File: config.mk
export PLATFORM = sky130hd
export DESIGN_NAME = alarm_clock_multi
export DESIGN_NICKNAME = d
export VERILOG_FILES = /design/src/rtl/alarm_clock_pkg.sv /design/src/rtl/alarm_clock_multi_counter.sv /design/src/rtl/alarm_clock_multi.sv
export SDC_FILE = /design/constraint.sdc
export NUM_CORES = 1
export LEC_CHECK = 0
export CAP_MARGIN = 20
export CORE_ASPECT_RATIO = 0.8
export CORE_MARGIN = 1.5
export CORE_UTILIZATION = 50
export CTS_BUF_LIST = sky130_fd_sc_hd__clkbuf_2 sky130_fd_sc_hd__clkbuf_4 sky130_fd_sc_hd__clkbuf_8
export DETAILED_ROUTE_END_ITERATION = 7
export GPL_TIMING_DRIVEN = 0
export PLACE_DENSITY = 0.73
export REMOVE_ABC_BUFFERS = 1
export SETUP_SLACK_MARGIN = 0.05
export SLEW_MARGIN = 40
export SYNTH_ARGS = -nofsm -noshare
export SYNTH_HDL_FRONTEND = slang
export SYNTH_SLANG_ARGS = --single-unit
File: constraint.sdc
create_clock -name i_clock -period 5.85 [get_ports i_clock]
set_clock_uncertainty 0.2 [all_clocks]
set_input_delay 1.17 -clock i_clock [delete_from_list [all_inputs] [get_ports i_clock]]
set_output_delay 1.17 -clock i_clock [all_outputs]
set_load 0.01 [all_outputs]
File: src/rtl/alarm_clock_pkg.sv
// Shared types and BCD helpers for the multi-channel alarm clock.
// Time words are packed {ms_hr, ls_hr, ms_min, ls_min}, one BCD digit per nibble.
package alarm_clock_pkg;

  typedef enum logic [1:0] {
    ST_IDLE   = 2'd0,
    ST_RING   = 2'd1,
    ST_SNOOZE = 2'd2
  } alarm_state_e;

  localparam int TIME_W     = 16;
  localparam int SEC_W      = 8;
  localparam int DIGIT_W    = 4;
  localparam int LS_MIN_LSB = 0;
  localparam int MS_MIN_LSB = 4;
  localparam int LS_HR_LSB  = 8;
  localparam int MS_HR_LSB  = 12;

  function automatic logic bcd_time_valid(input logic [TIME_W-1:0] t);
    logic [DIGIT_W-1:0] ms_hr;
    logic [DIGIT_W-1:0] ls_hr;
    logic [DIGIT_W-1:0] ms_min;
    logic [DIGIT_W-1:0] ls_min;
    ms_hr  = t[MS_HR_LSB  +: DIGIT_W];
    ls_hr  = t[LS_HR_LSB  +: DIGIT_W];
    ms_min = t[MS_MIN_LSB +: DIGIT_W];
    ls_min = t[LS_MIN_LSB +: DIGIT_W];
    return (ls_min <= 4'd9) && (ms_min <= 4'd5) && (ls_hr <= 4'd9) &&
           ((ms_hr < 4'd2) || ((ms_hr == 4'd2) && (ls_hr <= 4'd3)));
  endfunction

endpackage

File: src/rtl/alarm_clock_multi_counter.sv
// Time-of-day keeper: prescaler, BCD seconds/minutes/hours, fastwatch and load.
// The load input must already be validated; a load restarts the second.
module bcd_time_counter
  import alarm_clock_pkg::*;
#(
  parameter int CLK_PER_SEC = 256
) (
  input  logic              i_clock,
  input  logic              i_reset,
  input  logic              i_fastwatch,
  input  logic              i_load,
  input  logic [TIME_W-1:0] i_set_time,
  output logic [TIME_W-1:0] o_current_time,
  output logic [SEC_W-1:0]  o_current_sec,
  output logic              o_one_minute
);

  localparam int PRE_W = (CLK_PER_SEC > 1) ? $clog2(CLK_PER_SEC) : 1;
  localparam logic [PRE_W-1:0] PRE_MAX = PRE_W'(CLK_PER_SEC - 1);

  logic [PRE_W-1:0]  r_prescaler;
  logic [TIME_W-1:0] r_time;
  logic [SEC_W-1:0]  r_sec;
  logic              r_one_minute;
  logic              w_sec_tick;
  logic              w_sec_wrap;

  function automatic logic [TIME_W-1:0] next_minute(input logic [TIME_W-1:0] t);
    logic [DIGIT_W-1:0] mh;
    logic [DIGIT_W-1:0] lh;
    logic [DIGIT_W-1:0] mm;
    logic [DIGIT_W-1:0] lm;
    mh = t[MS_HR_LSB  +: DIGIT_W];
    lh = t[LS_HR_LSB  +: DIGIT_W];
    mm = t[MS_MIN_LSB +: DIGIT_W];
    lm = t[LS_MIN_LSB +: DIGIT_W];
    if (lm != 4'd9) begin
      lm = lm + 4'd1;
    end else begin
      lm = 4'd0;
      if (mm != 4'd5) begin
        mm = mm + 4'd1;
      end else begin
        mm = 4'd0;
        if ((mh == 4'd2) && (lh == 4'd3)) begin
          mh = 4'd0;
          lh = 4'd0;
        end else if (lh == 4'd9) begin
          lh = 4'd0;
          mh = mh + 4'd1;
        end else begin
          lh = lh + 4'd1;
        end
      end
    end
    return {mh, lh, mm, lm};
  endfunction

  function automatic logic [SEC_W-1:0] next_second(input logic [SEC_W-1:0] s);
    if (s[3:0] == 4'd9) begin
      return {s[7:4] + 4'd1, 4'd0};
    end else begin
      return {s[7:4], s[3:0] + 4'd1};
    end
  endfunction

  assign w_sec_tick = (r_prescaler == PRE_MAX);
  assign w_sec_wrap = (r_sec == 8'h59);

  // Prescaler and BCD time registers; one_minute marks the cycle a new minute is visible
  always_ff @(posedge i_clock or negedge i_reset) begin
    if (!i_reset) begin
      r_prescaler  <= {PRE_W{1'b0}};
      r_time       <= 16'h0000;
      r_sec        <= 8'h00;
      r_one_minute <= 1'b0;
    end else begin
      r_one_minute <= 1'b0;
      if (i_load) begin
        r_time      <= i_set_time;
        r_sec       <= 8'h00;
        r_prescaler <= {PRE_W{1'b0}};
      end else if (w_sec_tick) begin
        r_prescaler <= {PRE_W{1'b0}};
        if (i_fastwatch || w_sec_wrap) begin
          r_sec        <= 8'h00;
          r_time       <= next_minute(r_time);
          r_one_minute <= 1'b1;
        end else begin
          r_sec <= next_second(r_sec);
        end
      end else begin
        r_prescaler <= r_prescaler + PRE_W'(1);
      end
    end
  end

  assign o_current_time = r_time;
  assign o_current_sec  = r_sec;
  assign o_one_minute   = r_one_minute;

endmodule

File: src/rtl/alarm_clock_multi.sv
// Alarm clock core: alarm register file, lowest-index match selection and the
// IDLE/RING/SNOOZE controller around the BCD time counter.
module alarm_clock_multi
  import alarm_clock_pkg::*;
#(
  parameter int CLK_PER_SEC      = 256,
  parameter int NUM_ALARMS       = 4,
  parameter int SNOOZE_MIN       = 5,
  parameter int RING_TIMEOUT_MIN = 10,
  localparam int SEL_W = (NUM_ALARMS > 1) ? $clog2(NUM_ALARMS) : 1
) (
  input  logic                  i_clock,
  input  logic                  i_reset,
  input  logic                  i_fastwatch,
  input  logic                  i_load_time,
  input  logic [TIME_W-1:0]     i_set_time,
  input  logic                  i_alarm_wr,
  input  logic [SEL_W-1:0]      i_alarm_sel,
  input  logic [TIME_W-1:0]     i_alarm_time,
  input  logic                  i_alarm_en,
  input  logic                  i_snooze,
  input  logic                  i_stop,
  output logic [TIME_W-1:0]     o_current_time,
  output logic [SEC_W-1:0]      o_current_sec,
  output logic                  o_one_minute,
  output logic                  o_alarm_sound,
  output logic [SEL_W-1:0]      o_ring_id,
  output logic [NUM_ALARMS-1:0] o_alarm_enabled,
  output logic                  o_load_err
);

  localparam logic [3:0] SNOOZE_INIT = 4'(SNOOZE_MIN);
  localparam logic [3:0] RING_LAST   = 4'(RING_TIMEOUT_MIN - 1);

  logic [TIME_W-1:0]     r_alarm_time [NUM_ALARMS];
  logic [NUM_ALARMS-1:0] r_alarm_en;
  logic                  r_load_err;
  alarm_state_e          r_state;
  logic                  r_alarm_sound;
  logic [SEL_W-1:0]      r_ring_id;
  logic [3:0]            r_ring_min;
  logic [3:0]            r_snz_min;

  logic                  w_load_accept;
  logic                  w_alarm_accept;
  logic                  w_sel_ok;
  logic [TIME_W-1:0]     w_time;
  logic                  w_one_minute;
  logic [NUM_ALARMS-1:0] w_hit;
  logic                  w_match;
  logic [SEL_W-1:0]      w_winner;

  assign w_sel_ok       = ({1'b0, i_alarm_sel} < (SEL_W + 1)'(NUM_ALARMS));
  assign w_load_accept  = i_load_time & bcd_time_valid(i_set_time);
  assign w_alarm_accept = i_alarm_wr & bcd_time_valid(i_alarm_time) & w_sel_ok;

  bcd_time_counter #(
    .CLK_PER_SEC(CLK_PER_SEC)
  ) u_counter (
    .i_clock       (i_clock),
    .i_reset       (i_reset),
    .i_fastwatch   (i_fastwatch),
    .i_load        (w_load_accept),
    .i_set_time    (i_set_time),
    .o_current_time(w_time),
    .o_current_sec (o_current_sec),
    .o_one_minute  (w_one_minute)
  );

  // Alarm register file and rejected-load flag
  always_ff @(posedge i_clock or negedge i_reset) begin
    if (!i_reset) begin
      for (int i = 0; i < NUM_ALARMS; i++) begin
        r_alarm_time[i] <= 16'h0000;
      end
      r_alarm_en <= {NUM_ALARMS{1'b0}};
      r_load_err <= 1'b0;
    end else begin
      if (w_alarm_accept) begin
        r_alarm_time[i_alarm_sel] <= i_alarm_time;
        r_alarm_en[i_alarm_sel]   <= i_alarm_en;
      end else begin
        r_alarm_en <= r_alarm_en;
      end
      r_load_err <= (i_load_time & ~w_load_accept) | (i_alarm_wr & ~w_alarm_accept);
    end
  end

  // Per-channel hits against the freshly registered minute; lowest index wins
  always_comb begin
    w_hit    = {NUM_ALARMS{1'b0}};
    w_winner = {SEL_W{1'b0}};
    for (int i = 0; i < NUM_ALARMS; i++) begin
      w_hit[i] = r_alarm_en[i] & (r_alarm_time[i] == w_time);
    end
    for (int i = NUM_ALARMS - 1; i >= 0; i--) begin
      w_winner = w_hit[i] ? SEL_W'(i) : w_winner;
    end
  end

  assign w_match = |w_hit;

  // Ring controller: stop beats snooze beats minute-driven transitions
  always_ff @(posedge i_clock or negedge i_reset) begin
    if (!i_reset) begin
      r_state       <= ST_IDLE;
      r_alarm_sound <= 1'b0;
      r_ring_id     <= {SEL_W{1'b0}};
      r_ring_min    <= 4'd0;
      r_snz_min     <= 4'd0;
    end else if (i_stop) begin
      r_state       <= ST_IDLE;
      r_alarm_sound <= 1'b0;
    end else if (i_snooze && (r_state == ST_RING)) begin
      r_state       <= ST_SNOOZE;
      r_alarm_sound <= 1'b0;
      r_snz_min     <= SNOOZE_INIT;
    end else if (w_one_minute) begin
      case (r_state)
        ST_IDLE: begin
          if (w_match) begin
            r_state       <= ST_RING;
            r_alarm_sound <= 1'b1;
            r_ring_id     <= w_winner;
            r_ring_min    <= 4'd0;
          end else begin
            r_alarm_sound <= 1'b0;
          end
        end
        ST_RING: begin
          if (r_ring_min == RING_LAST) begin
            r_state       <= ST_IDLE;
            r_alarm_sound <= 1'b0;
          end else begin
            r_ring_min <= r_ring_min + 4'd1;
          end
        end
        ST_SNOOZE: begin
          if (r_snz_min == 4'd1) begin
            r_state       <= ST_RING;
            r_alarm_sound <= 1'b1;
            r_ring_min    <= 4'd0;
          end else begin
            r_snz_min <= r_snz_min - 4'd1;
          end
        end
        default: begin
          r_state       <= ST_IDLE;
          r_alarm_sound <= 1'b0;
        end
      endcase
    end else begin
      r_alarm_sound <= (r_state == ST_RING);
    end
  end

  assign o_current_time  = w_time;
  assign o_one_minute    = w_one_minute;
  assign o_alarm_sound   = r_alarm_sound;
  assign o_ring_id       = r_ring_id;
  assign o_alarm_enabled = r_alarm_en;
  assign o_load_err      = r_load_err;

endmodule

# Word-level counts from Yosys, hierarchy flattened
# Index checks and enable logic that the tools add are counted.
[op_classes]
addsub = 9
multipliers = 0
div = 0
magnitude_cmp = 14
eq_ne = 29
n_shift = 0
n_mux = 55
bitwise_logic = 14
n_reduce_logical = 35
[ops]
columns = ["op", "count"]
rows = [
  ["$mux W4", 18],
  ["$bwmux W64", 1],
  ["$eq A16 B16 Y1", 4],
  ["$mux W16", 4],
  ["$mux W8", 6],
  ["$demux W16 S2", 1],
  ["$add A4 B1 Y4 const B", 7],
  ["$mux W2", 10],
  ["$eq A4 B2 Y1 const B", 4],
  ["$le A4 B4 Y1 const B", 4],
  ["$eq A4 B4 Y1 const B", 3],
  ["$logic_and A1 B1 Y1", 12],
  ["$ne A2 B2 Y1 const B", 6],
  ["$ne A4 B4 Y1 const B", 3],
  ["$pmux W4 S3", 1],
  ["$reduce_and A4 Y1", 3],
  ["$reduce_bool A3 Y1", 4],
  ["$mux W1", 10],
  ["$ne A5 B5 Y1 const B", 2],
  ["$reduce_and A5 Y1", 2],
  ["$add A8 B1 Y8 const B", 1],
  ["$and A1 B1 Y1", 8],
  ["$eq A8 B7 Y1 const B", 1],
  ["$eq A8 B8 Y1 const B", 1],
  ["other kinds (27)", 40],
]
[word_totals]
ff_bits = 115
latchBits = 0
ramBits = 0
rom_bits = 0
out_inout_bits = 33
elab_cells = 175
memories = 0

# Logic depth before layout (Yosys ltp)
[logic_depth]
word_depth = 8
mapped_depth = 9
mapped_depth_nobuf = 8

# Modules after synthesis
# Synthesis repeated with hierarchy kept, for this count alone.
[hier_totals]
cells_unflattened = 574
area_unflattened_um2 = 6232.2
[by_module_without_submodules]
columns = ["module", "n_inst", "cells_each", "area_per_inst_um2"]
rows = [
  ["alarm_clock_multi", 1, 349, 4195.3],
  ["bcd_time_counter", 1, 225, 2037.0],
]

# Least setup slack after synthesis
# OpenSTA, ideal clock, no wires.
[synth_path]
path_kind = "input-to-reg"
from = "in i_alarm_time[6]"
to = "reg r_alarm_time[22] in the netlist's numbering"
t_arrival_ns = 2.754
setup_slack_ns = 2.772
stages = 7
path_buffers = 2
path_cell_list = "a2111oi_0 -> and3_1 -> buf_2 -> nand2_2 -> nor3b_4 -> buf_6 -> mux2_2"
[synth_via]
elab_chain_cells = 5
word_cells_on_any_way = 6
[synth_lines]
columns = ["element", "line", "rtl"]
rows = [
  ["from (decl)", "alarm_clock_multi.sv:19", "input logic [TIME_W-1:0] i_alarm_time,"],
  ["$le A4 B3 Y1", "alarm_clock_pkg.sv:28", "return (ls_min <= 4'd9) && (ms_min <= 4'd5) && (ls_hr <= 4'd9) &&"],
  ["$logic_and A1 B1 Y1 (3 in series)", "alarm_clock_pkg.sv:28", ""],
  ["$and A1 B1 Y1", "alarm_clock_multi.sv:55", "assign w_alarm_accept = i_alarm_wr & bcd_time_valid(i_alarm_time) & w_sel_ok;"],
  ["to (signal, indexed assignment)", "alarm_clock_multi.sv:80", "r_alarm_time[i_alarm_sel] <= i_alarm_time;"],
  ["to (decl)", "alarm_clock_multi.sv:35", "logic [TIME_W-1:0] r_alarm_time [NUM_ALARMS];"],
]
# Parallel ways exist; a longest one is shown, timed or not.
# A chain may end at the register's enable or synchronous reset.

# Final worst setup path
[layout_path]
from = "in i_alarm_time[6]"
to = "reg r_alarm_time[28] in the netlist's numbering"
[layout_via]
elab_chain_cells = 5
[layout_lines]
columns = ["element", "line"]
rows = [
  ["$le A4 B3 Y1", "alarm_clock_pkg.sv:28"],
  ["$logic_and A1 B1 Y1 (3 in series)", "alarm_clock_pkg.sv:28"],
  ["$and A1 B1 Y1", "alarm_clock_multi.sv:55"],
]
# No other way between the ends.

==> impl_results.md <==
* Pin count of the biggest net entering global routing at 64
* Total GRT Usage at 0.244
* Fin util at 0.628
* Fillers at 947
* Critical-path maximum fanout at 10
* Final hold vios at 0
* CTS Buf Count at 17
* R2r worst-path depth at 7
* Root buffer cell: clkbuf_8
* Layout cells sized above 1 at 0.163
* Beginning of the critical path: i_alarm_time[6]
* Sequential cell area at 2880 µm²
* CP endpoint kind: flop
* CTS sink count at 115
* Area of the multi-input gates at 2970 µm²
* Initial Utilization at 0.518
* Final period util at 0.658
* P_leak at 3.37 nW
* Area growth from synthesis to layout at 21.2%
* Number of setup buffers added after CTS at 0
* Die Wd at 126 µm
* Die Y at 101 µm
* Final total power at 2.13 mW
* Req. time, crit path at 5.96 ns
* Fin area at 7320 µm²
* Switch Pwr at 0.603 mW
* Core Box Area at 11600 µm²
* Vias at 4525
* Slew HR at 0.449
* Distinct cells, synth at 57
* Most used DFF post-synth: dfrtp_1
* Final setup viols at 0
* Pint at 1.53 mW
* Area contributors post-synth: dfrtp_1 48%, mux2_2 10%, xor2_1 8.6%, xnor2_1 3.2%, nand2_1 2.4%
* Area after DPL at 6910 µm²
* Yosys warns at 0
* R2R Path End: u_counter.o_current_time[12]
* # hold bufs at CTS at 0
* Wire per inst at 18.2 µm
* Worst Path Arrival at 3.96 ns
* Hold wc startpoint: u_counter.r_prescaler[0]
* Outcome: complete, but fails checks
* Sequential power share at 0.467
* Power per cell area at 291 nW/µm²
* CTS clk-pin slew, worst paths at 0.07 ns
* Post-synthesis mux area share at 0.108
* Synth Area in Compound Gates at 0.0837
* First-pass GRT wire length at 23400 µm
* Gate power share at 0.178
* Critical Path End: r_alarm_time[28]
* Port Buffers at 74
* Final nets at 688
* Violated checks: DRC
* RSZ-0062 raised after global routing: false
* DR iter-0 viols at 342
* Dpl hpwl at 10300 µm
* Clock power share at 0.356
* Commonest non-fill, non-tap cells in the layout: 115 x dfrtp_1, 73 x clkdlybuf4s50_1, 59 x xor2_1, 56 x mux2_2, 38 x nand2_1
* Number of global-route vias before repair at 4400
* Avg Cell Area, Syn at 10.7 µm²
* I/O pin total at 75
* Final slew viol count at 0
* Total Neg Setup Slack at 0 ns
* Max VDD drop at 0.163 mV
* Synthesized instance count at 565
* Initial antenna violation count at 0
* Critical path class: in2reg
* First drt pass iteration count at 8
* GR Overflow Total at 0
* Detail Route Antenna Nets at 0
* Hold crit path type: reg2reg
* Yosys top cell area share at 0.477
* Inst Count DP at 764
* # resized after CTS at 0
* Cell Rows at 35
* Commonest non-fill, non-tap cell in the layout: dfrtp_1
* Placer congestion estimate at 0.829
* Area leader, netlist: dfrtp_1
* Worst-skew pair later-pin latency at 0.43 ns
* Startpoint Class: input pin
* Adder-Cell Fraction of Synth Area at 0.0228
* Net Sw Frac at 0.283
* FF-to-FF Start: u_counter.r_prescaler[0]
* #FFs+latches synth at 115
* EDFF count, synth at 0
* Max Cap Viol at 0
* Sequential area share after synthesis at 0.477
* Fin cells at 794
* Fmax at 0.260 GHz
* Slew of the pin with the lowest slew margin at 0.827 ns
* Reg2reg setup slack at 3.06 ns
* Die ar. at 12700 µm²
* Routed wire length at 14500 µm
* Post-synthesis xor/xnor area fraction at 0.117
* CTS tree: done
* Async set-or-reset flop fraction in the synthesized netlist at 1.00
* H-tree depth at 4
* Ant diodes at 0
* Largest family of logic cells by synthesized area: simple AND/OR/NAND/NOR gates
* Post-layout min period at 3.85 ns
* DRC at 1
* Synthesized area at 6040 µm²
* Post-Synth Simple-Gate Area at 0.157
* CTS Buffer Depth at 2
* Vias per cell at 5.70
flip-flops by register name, summed over array words and instances, names as in the netlist:
| name | flops |
|---|---|
| r_ring_min | 4 |
| o_alarm_sound | 1 |
| o_alarm_enabled | 4 |
| r_state | 2 |
| u_counter.r_prescaler | 8 |
| u_counter.o_current_time | 16 |
| u_counter.o_one_minute | 1 |
| o_ring_id | 2 |
| u_counter.o_current_sec | 8 |
| o_load_err | 1 |
| r_snz_min | 4 |
| r_alarm_time | 64 |
area by class of cell:
cell class	instances	share of cell area
Clock buffer	26	0.0463
Clock inverter	4	0.00957
Inverter	20	0.0103
Multi-Input combinational cell	402	0.405
Sequential cell	115	0.393
Tap cell	148	0.0253
Timing Repair Buffer	79	0.110
metal layers:
layer | vias up | GRT usage | wire (µm)
met5 | - | 0 | 0
met4 | 0 | 0.0707 | 212
met3 | 20 | 0.0613 | 860
met2 | 141 | 0.379 | 6570
met1 | 2253 | 0.343 | 6820
li1 | 2111 | - | -
power groups by stage:
stage	registers, mW	clock network, mW	logic [mW]
2_1_floorplan	0.984	0	0.212
3_3_place_gp	1.00	0	0.361
3_5_place_dp	1.01	0	0.378
4_1_cts	0.994	0.774	0.380
5_1_grt	1.01	0.815	0.420
6_report	0.995	0.759	0.379
worst min-delay path by stage:
stage	endpoint	slack, ns	cells past startpoint
2_1_floorplan	u_counter.r_prescaler[0]	0.25	1
3_3_place_gp	u_counter.r_prescaler[0]	0.27	1
3_5_place_dp	u_counter.r_prescaler[0]	0.27	1
4_1_cts	u_counter.r_prescaler[0]	0.28	1
5_1_grt	u_counter.r_prescaler[0]	0.30	1
6_report	u_counter.r_prescaler[0]	0.28	1
worst max-delay path, stage by stage:
cell	delay, ns
clkdlybuf4s50_1	0.50
a2111oi_1	0.69
and3_1	0.39
nand2_2	0.13
nor3b_4	0.43
buf_4	0.30
mux2_2	0.35
cells in the mapped netlist, types with 9 or more instances:
| cell type | number |
|---|---|
| inv_1 | 20 |
| a21oi_1 | 16 |
| dfrtp_1 | 115 |
| nand4_1 | 9 |
| nor3_1 | 12 |
| nor4_1 | 14 |
| buf_2 | 9 |
| nand2_1 | 38 |
| nor2b_1 | 11 |
| ha_1 | 11 |
| clkbuf_1 | 16 |
| nand3_1 | 10 |
| xor2_1 | 59 |
| nor2_1 | 37 |
| xnor2_1 | 22 |
| o21ai_0 | 26 |
| mux2_2 | 56 |
cell families (layout without fill, tap and decap cells):
| group | Yosys count | after routing |
|---|---|---|
| mux | 58 | 58 |
| buf+inv | 48 | 129 |
| fa+ha+maj | 11 | 11 |
| compound gates | 78 | 78 |
| xor+xnor | 81 | 81 |
| flops | 115 | 115 |
| simple gates | 174 | 174 |
stage by stage:
stage                     hold slack (ns)  worst slack (ns)
after floorplan                     0.248              1.94
after global placement              0.268             -1.01
after detailed placement            0.274              1.43
after CTS                           0.284              1.89
after global routing                0.302              1.89
final                               0.285              2.00
Note: power is estimated with default switching activity, not from simulation.
